File: src/rtl/ripple_carry_adder_pkg.sv
// Shared definitions for the ripple-carry adder slice.
package ripple_carry_adder_pkg;

    // Operand width used when the instantiating design does not override it.
    localparam int RCA_DEFAULT_WIDTH = 4;

endpackage

File: src/rtl/full_adder.sv
// One-bit full adder: the leaf cell of the ripple-carry chain.
module full_adder (
    input  logic a,
    input  logic b,
    input  logic cin,
    output logic s,
    output logic cout
);

    assign s    = a ^ b ^ cin;
    assign cout = (a & b) | (a & cin) | (b & cin);

endmodule

File: src/rtl/ripple_carry_adder.sv
// N-bit unsigned adder built as an explicit chain of full adders, with one
// output register stage: {c_out, sum} = a + b + c_in, one cycle of latency.
module ripple_carry_adder
    import ripple_carry_adder_pkg::*;
#(
    parameter int N_WIDTH = RCA_DEFAULT_WIDTH
) (
    input  logic               clk,
    input  logic               rst,
    input  logic [N_WIDTH-1:0] a,
    input  logic [N_WIDTH-1:0] b,
    input  logic               c_in,
    output logic [N_WIDTH-1:0] sum,
    output logic               c_out
);

    // Carry vector between stages; c[0] is the external carry-in and
    // c[N_WIDTH] is the carry out of the most significant bit.
    logic [N_WIDTH:0]   c;
    logic [N_WIDTH-1:0] s_p0;

    assign c[0] = c_in;

    for (genvar i = 0; i < N_WIDTH; i++) begin : g_chain
        full_adder u_fa (
            .a    (a[i]),
            .b    (b[i]),
            .cin  (c[i]),
            .s    (s_p0[i]),
            .cout (c[i+1])
        );
    end

    // ---- stage p0 -> p1: output register ----
    logic [N_WIDTH-1:0] sum_p1;
    logic               c_out_p1;

    // Capture the combinational result each edge; reset forces a clean zero
    // and discards whatever was sampled on that same edge.
    always_ff @(posedge clk) begin
        if (rst) begin
            sum_p1   <= '0;
            c_out_p1 <= 1'b0;
        end else begin
            sum_p1   <= s_p0;
            c_out_p1 <= c[N_WIDTH];
        end
    end

    assign sum   = sum_p1;
    assign c_out = c_out_p1;

endmodule

File: config.mk
export PLATFORM = sky130hd
export DESIGN_NAME = ripple_carry_adder
export DESIGN_NICKNAME = d
export VERILOG_FILES = /design/src/rtl/ripple_carry_adder_pkg.sv /design/src/rtl/full_adder.sv /design/src/rtl/ripple_carry_adder.sv
export SDC_FILE = /design/constraint.sdc
export NUM_CORES = 1
export LEC_CHECK = 0
export CAP_MARGIN = 20
export CORE_AREA = 2 2 39 41
export CTS_CLUSTER_SIZE = 28
export DETAILED_ROUTE_END_ITERATION = 12
export DIE_AREA = 0 0 41 43
export SLEW_MARGIN = 15
export SYNTH_ARGS = -nofsm -noshare
export SYNTH_HDL_FRONTEND = slang
export SYNTH_SLANG_ARGS = --single-unit
File: constraint.sdc
create_clock -name clk -period 2.31 [get_ports clk]
set_input_delay 0.462 -clock clk [delete_from_list [all_inputs] [get_ports clk]]
set_output_delay 0.462 -clock clk [all_outputs]
set_load 0.05 [all_outputs]
==> flow_summary.rst <==
.. list-table::
   :header-rows: 1

   * - Metric
     - Value
   * - Outcome
     - complete, no violations
   * - Total of endpoints with negative setup slack in the final report
     - 0
   * - Max Clock Freq
     - about 0.5 GHz
   * - Wire length of the first global-routing pass
     - 593 um
   * - Sink Count
     - 5
   * - Fraction of post-synthesis cell area in the top cell type by area
     - between 40% and 50%
   * - Fraction of final layout cells sized beyond drive strength 1
     - between 20 and 30%
   * - Die height
     - 43 um
   * - DRC marker count from the first detailed-route iteration
     - 0
   * - Clock tree from TritonCTS
     - done
   * - Initial standard-cell utilization of the core
     - 16.6%
   * - Number of gates resized after CTS
     - 0
   * - Maxcap violations
     - 0
   * - Number of I/O port buffers
     - 15
   * - Final critical-path required period
     - between 2 and 2.5 ns
   * - Congestion Overflow GR
     - 0
   * - Post-CTS setup-driven buffer insertion count
     - 0
   * - Cell area power density
     - roughly 660 nW/um^2
   * - Placer Congestion
     - around 0.58
   * - Yosys reg bits
     - 5
   * - Netlist area before placement
     - around 230 um^2
   * - Crit path max fanout
     - 1
   * - Pin count of the biggest net entering global routing
     - 6
   * - Leak Pwr
     - 0.000210 uW
   * - Least-Margin Pin Slew
     - roughly 0.49 ns
   * - Average cell area after synthesis
     - ~11 um^2
   * - Max-slew violation count
     - 0
   * - Setup repair after global routing missed its margin
     - false
   * - Top post-synthesis cells by area
     - sky130_fd_sc_hd__dfxtp_1, sky130_fd_sc_hd__fa_1, sky130_fd_sc_hd__inv_1
   * - Global-route usage over all layers
     - 5.47%
   * - Antenna violations before repair
     - 0
   * - Number of instances in the synthesized netlist
     - 21
   * - Half-perimeter wire length after placement
     - approximately 310 um
   * - Layout net count
     - 56
   * - Clock H-tree levels
     - 1
   * - Final worst slack
     - between 0.2 and 0.3 ns
   * - First-pass detailed-route iteration total
     - 1
   * - Required time at the worst-slack endpoint
     - ~2.5 ns
   * - Slew margin rel.
     - between 60% and 70%
   * - Root Buffer
     - sky130_fd_sc_hd__clkbuf_4
   * - Maximum clock path buffer count
     - 2
   * - Remaining design rule violation count
     - 0
   * - Total nets after synthesis
     - 36
   * - Share of the clock period used by the worst path
     - 88.6%
   * - Filler cells
     - 161
   * - IO Count
     - 16
   * - Core area
     - 1380 um^2
   * - Library cell with the largest summed area after synthesis
     - sky130_fd_sc_hd__dfxtp_1
   * - Sequential area share after synthesis
     - between 40% and 50%
   * - CTS Hold Bufs
     - 0
   * - Die width
     - 41 um
   * - Setup slack after placement
     - -0.220 ns
   * - Via count of the first global-routing pass
     - 188
   * - Antenna cells
     - 0
   * - Worst-case vdd ir drop
     - roughly 120 uV
   * - Count of synthesis-stage warnings from yosys
     - 0
   * - Fin. Hold Viols
     - 0
   * - Post-route cell area
     - about 440 um^2
   * - Startpoint Class
     - input port
   * - Number of nets with antenna violations after detailed routing
     - 0
   * - Setup Crit Path Kind
     - input port to flop
   * - Worst endpoint data arrival time
     - approximately 2.2 ns
   * - Routed wire length per instance
     - 6.86 um
   * - Clock buffer count from CTS
     - 3
   * - Path class of the lowest-slack min-delay path
     - input port to flop
   * - Vias post-DR
     - 184
   * - Row cnt
     - 14
   * - Worst hold-check slack
     - between 0.6 and 0.7 ns
   * - Synthesis-to-layout area growth
     - 91.8%
   * - Number of different library cells in the post-synthesis netlist
     - 5
   * - Placement Cell Area
     - 400 um^2
   * - Worst-path clk slew
     - about 0.04 ns
   * - Final routed wirelength across all metal layers
     - roughly 380 um
   * - Tot Pwr
     - 293 uW
   * - Detail-routed via count per cell
     - 3.29
   * - CP endpoint kind
     - flop
   * - DIE AREA
     - approximately 1800 um^2
where the power goes:
part	switching [uW]	internal, uW	leakage, uW
Combinational	53.7	41.8	0.000154
Clock	33.4	65.2	0.0000150
Sequential	2.22	96.5	0.0000417
cells by family after synthesis:
logic type	share of synthesized area, %
adders and majority gates	34.8
buffers and inverters	11.4
DFF	43.5
and+or+nand+nor	10.3
state kept, by name, summed over array words and instances, names as in the netlist:
name	count
c_out	1
sum	4
metal layers:
layer / vias up / wire length [um] / global-route usage (%)
li1: 93 / - / -
met1: 81 / 130 / 4.29
met2: 10 / 217 / 9.06
met3: 0 / 36 / 0
met4: 0 / 0 / 8.00
met5: - / 0 / 0
cells in the final DEF (no fill, tap or decap):
| cell type | instances |
|---|---|
| sky130_fd_sc_hd__clkdlybuf4s50_1 | 12 |
| sky130_fd_sc_hd__inv_2 | 5 |
| sky130_fd_sc_hd__dfxtp_1 | 5 |
| sky130_fd_sc_hd__nor2_1 | 3 |
| sky130_fd_sc_hd__fa_2 | 3 |
| sky130_fd_sc_hd__clkbuf_4 | 3 |
| sky130_fd_sc_hd__dlymetal6s2s_1 | 3 |
| sky130_fd_sc_hd__nor2b_1 | 2 |
| sky130_fd_sc_hd__inv_1 | 2 |
| sky130_fd_sc_hd__fa_1 | 1 |
| sky130_fd_sc_hd__clkbuf_1 | 1 |
cell usage after synthesis:
| cell type | n |
|---|---|
| sky130_fd_sc_hd__dfxtp_1 | 5 |
| sky130_fd_sc_hd__fa_1 | 4 |
| sky130_fd_sc_hd__inv_1 | 7 |
| sky130_fd_sc_hd__nor2_1 | 3 |
| sky130_fd_sc_hd__nor2b_1 | 2 |
area by class of cell:
| class | instances | area [um^2] | share of cell area (%) |
|---|---|---|---|
| clock buffer | 4 | 26.3 | 5.95 |
| inverter | 7 | 26.3 | 5.95 |
| tap | 16 | 20.0 | 4.53 |
| multi-input combinational | 9 | 111 | 25.2 |
| timing repair buffer | 15 | 158 | 35.7 |
| sequential | 5 | 100 | 22.7 |
worst max-delay path, stage by stage:
cell	delay [ns]
sky130_fd_sc_hd__clkdlybuf4s50_1	0.43
sky130_fd_sc_hd__fa_2	0.40
sky130_fd_sc_hd__fa_2	0.36
sky130_fd_sc_hd__inv_2	0.06
sky130_fd_sc_hd__fa_1	0.41
sky130_fd_sc_hd__nor2_1	0.10
stage by stage:
| stage | cells | TNS [ns] | util, % |
|---|---|---|---|
| after floorplan | 21 | 0 | - |
| after global placement | 52 | -0.282 | 28.9 |
| after detailed placement | 52 | -0.271 | 28.9 |
| after CTS | 56 | 0 | 30.8 |
| after global routing | 56 | 0 | 31.9 |
| final | 56 | 0 | 31.9 |
final timing paths:
| kind | from | endpoint | slack, ns | cells after the start |
|---|---|---|---|---|
| worst max-delay path | a[1] | sum[3] | 0.26 | 6 |
| worst min-delay path | a[0] | sum[0] | 0.68 | 4 |
No activity file was read; power rests on OpenSTA's default activity.
==> variant: new RTL, config.mk and constraints unchanged <==
Set the package constant `RCA_DEFAULT_WIDTH` to 5 (it was 4).
--- a/src/rtl/ripple_carry_adder_pkg.sv
+++ b/src/rtl/ripple_carry_adder_pkg.sv
@@ -2,7 +2,7 @@
 package ripple_carry_adder_pkg;
 
     // Operand width used when the instantiating design does not override it.
-    localparam int RCA_DEFAULT_WIDTH = 4;
+    localparam int RCA_DEFAULT_WIDTH = 5;
 
 endpackage
 
Ports: changed (resized a, b and sum); port bits go from 16 to 19. No check against the original RTL was run, so the function may have changed too.
==> variant against the original RTL <==
Cell count rose by 8.9%; routed wire length increased by 13%; sequential cell count grew 1; power increased by 12%; non-clock buffer count is 3 higher; die area unchanged; sequential share of layout area grew 0.75 points; count of clock-buffer cells in the layout fell by 1; final area rose by 16%; worst setup slack lost 0.18 ns; fmax fell by 8.1%; synthesized area up 20%.
==> variant: results (changes against the original RTL) <==
- Synth unique cells: 5 (unchanged)
- Clk pwr share: 28.3% (was 33.7%)
- Global Route Usage Sum: 6.89% (was 5.47%)
- Inst Count DP: 58 (was 52)
- Top Layer Used: met3 (unchanged)
- Min-delay worst type: input pin to register (unchanged)
- Outcome: finished clean (unchanged)
- Pre-Repair DR Iteration Count: 4 (was 1)
- Wire length on met2: 275 µm (was 217 µm)
- Pleak: 0.220 nW (was 0.210 nW)
- # port buffers: 18 (was 15)
- Vias per cell: 3.59 (was 3.29)
- Met3 Use GR: 1.57% (was 0%)
- Met3 wire length: 26 µm (was 36 µm)
- Crit path arrival time: 2.41 ns (was 2.22 ns)
- Clk Tree Root Cell: clkbuf_4 (unchanged)
- Final instance area: 513 µm² (was 442 µm²)
- Flip-flop count of the largest register after layout: 5 (was 4)
- N_diodes: 0 (unchanged)
- Number of antenna violations at the first check in global routing: 0 (unchanged)
- Clock buffer depth: 2 (unchanged)
- Grt met2 use: 9.69% (was 9.06%)
- Placed cell area: 482 µm² (was 400 µm²)
- Yosys warns: 0 (unchanged)
- Vias in the first global route: 207 (was 188)
- TritonCTS buffer count: 3 (unchanged)
- Cell-internal power: 0.000226 W (was 0.000203 W)
- Final worst slack: 0.0812 ns (was 0.263 ns)
- H-tree Lvls: 1 (unchanged)
- Non-Filler Instances: 61 (was 56)
- Post-CTS setup buffer count: 0 (unchanged)
- Register clock-pin slew on the reported worst setup and hold paths: 0.04 ns (about the same)
- Top post-synthesis cells by area: dfxtp_1 43%, fa_1 36%, inv_1 9.5% (was dfxtp_1 43%, fa_1 35%, inv_1 11%)
- First-pass GRT wire length: 738 µm (was 593 µm)
- Maximum fanout along the worst path: 1 (unchanged)
- Largest power group: registers (unchanged)
- Routed wire length per instance: 7.13 µm (was 6.86 µm)
- First DRT Iteration DRCs: 1 (was 0)
- Fillers: 152 (was 161)
- Tot Pwr: 0.000328 W (was 0.000293 W)
- Reg power frac: 36.1% (was 33.7%)
- GRT met1 Usage: 6.29% (was 4.29%)
- Met1 Wirelength: 132 µm (was 130 µm)
- Setup slack at placement: -0.527 ns (was -0.220 ns)
- Max IR drop VDD: 0.149 mV (was 0.123 mV)
- Final HPWL DP: 382 µm (was 314 µm)
- Ys flop type: dfxtp_1 (unchanged)
- Relative slew slack: 67.0% (was 66.9%)
- Commonest cells post-synth: 7 x inv_1, 6 x dfxtp_1, 5 x fa_1 (was 7 x inv_1, 5 x dfxtp_1, 4 x fa_1)
- Fraction of registers with async set or reset after synthesis: 0% (unchanged)
- Layout net count: 65 (was 56)
- Mapped Nets: 42 (was 36)
- Share of layout cells above drive strength 1: 33.3% (was 27.5%)
- Seq/Total Area, Yosys: 43.4% (was 43.5%)
- Post-cts sizing count: 22 (was 0)
- Mapped Cells: 24 (was 21)
- Gp weighted congestion: 0.610 (was 0.581)
- Largest net degree at the start of global routing: 7 (was 6)
==> variant: layout make-up <==
| class | count | share of cell area, % |
|---|---|---|
| clock buffers | 3 | 4.39 |
| inverters | 7 | 5.61 |
| multi-input cells | 11 | 27.3 |
| flip-flops and latches | 6 | 23.4 |
| well taps | 16 | 3.90 |
| repair buffers | 18 | 35.4 |
==> variant: final timing paths <==
path	from	endpoint	slack (ns)	cells after the start
worst max-delay path	a[0]	sum[4]$_SDFF_PP0_	0.08	10
worst min-delay path	b[0]	sum[0]$_SDFF_PP0_	0.61	4
==> variant: kinds of logic after synthesis <==
logic type / count (synthesis) / synth area share [%]
buffers and inverters: 7 / 9.50
flip-flops: 6 / 43.4
adder cells (fa/ha/maj): 5 / 36.2
AND/OR/NAND/NOR: 6 / 10.9
==> variant: critical path, stage by stage <==
cell and delay [ns]:
buf_6 0.09, inv_4 0.04, fa_2 0.19, inv_2 0.04
fa_2 0.35, fa_2 0.34, fa_2 0.34, inv_2 0.06
fa_1 0.40, nor2_1 0.09
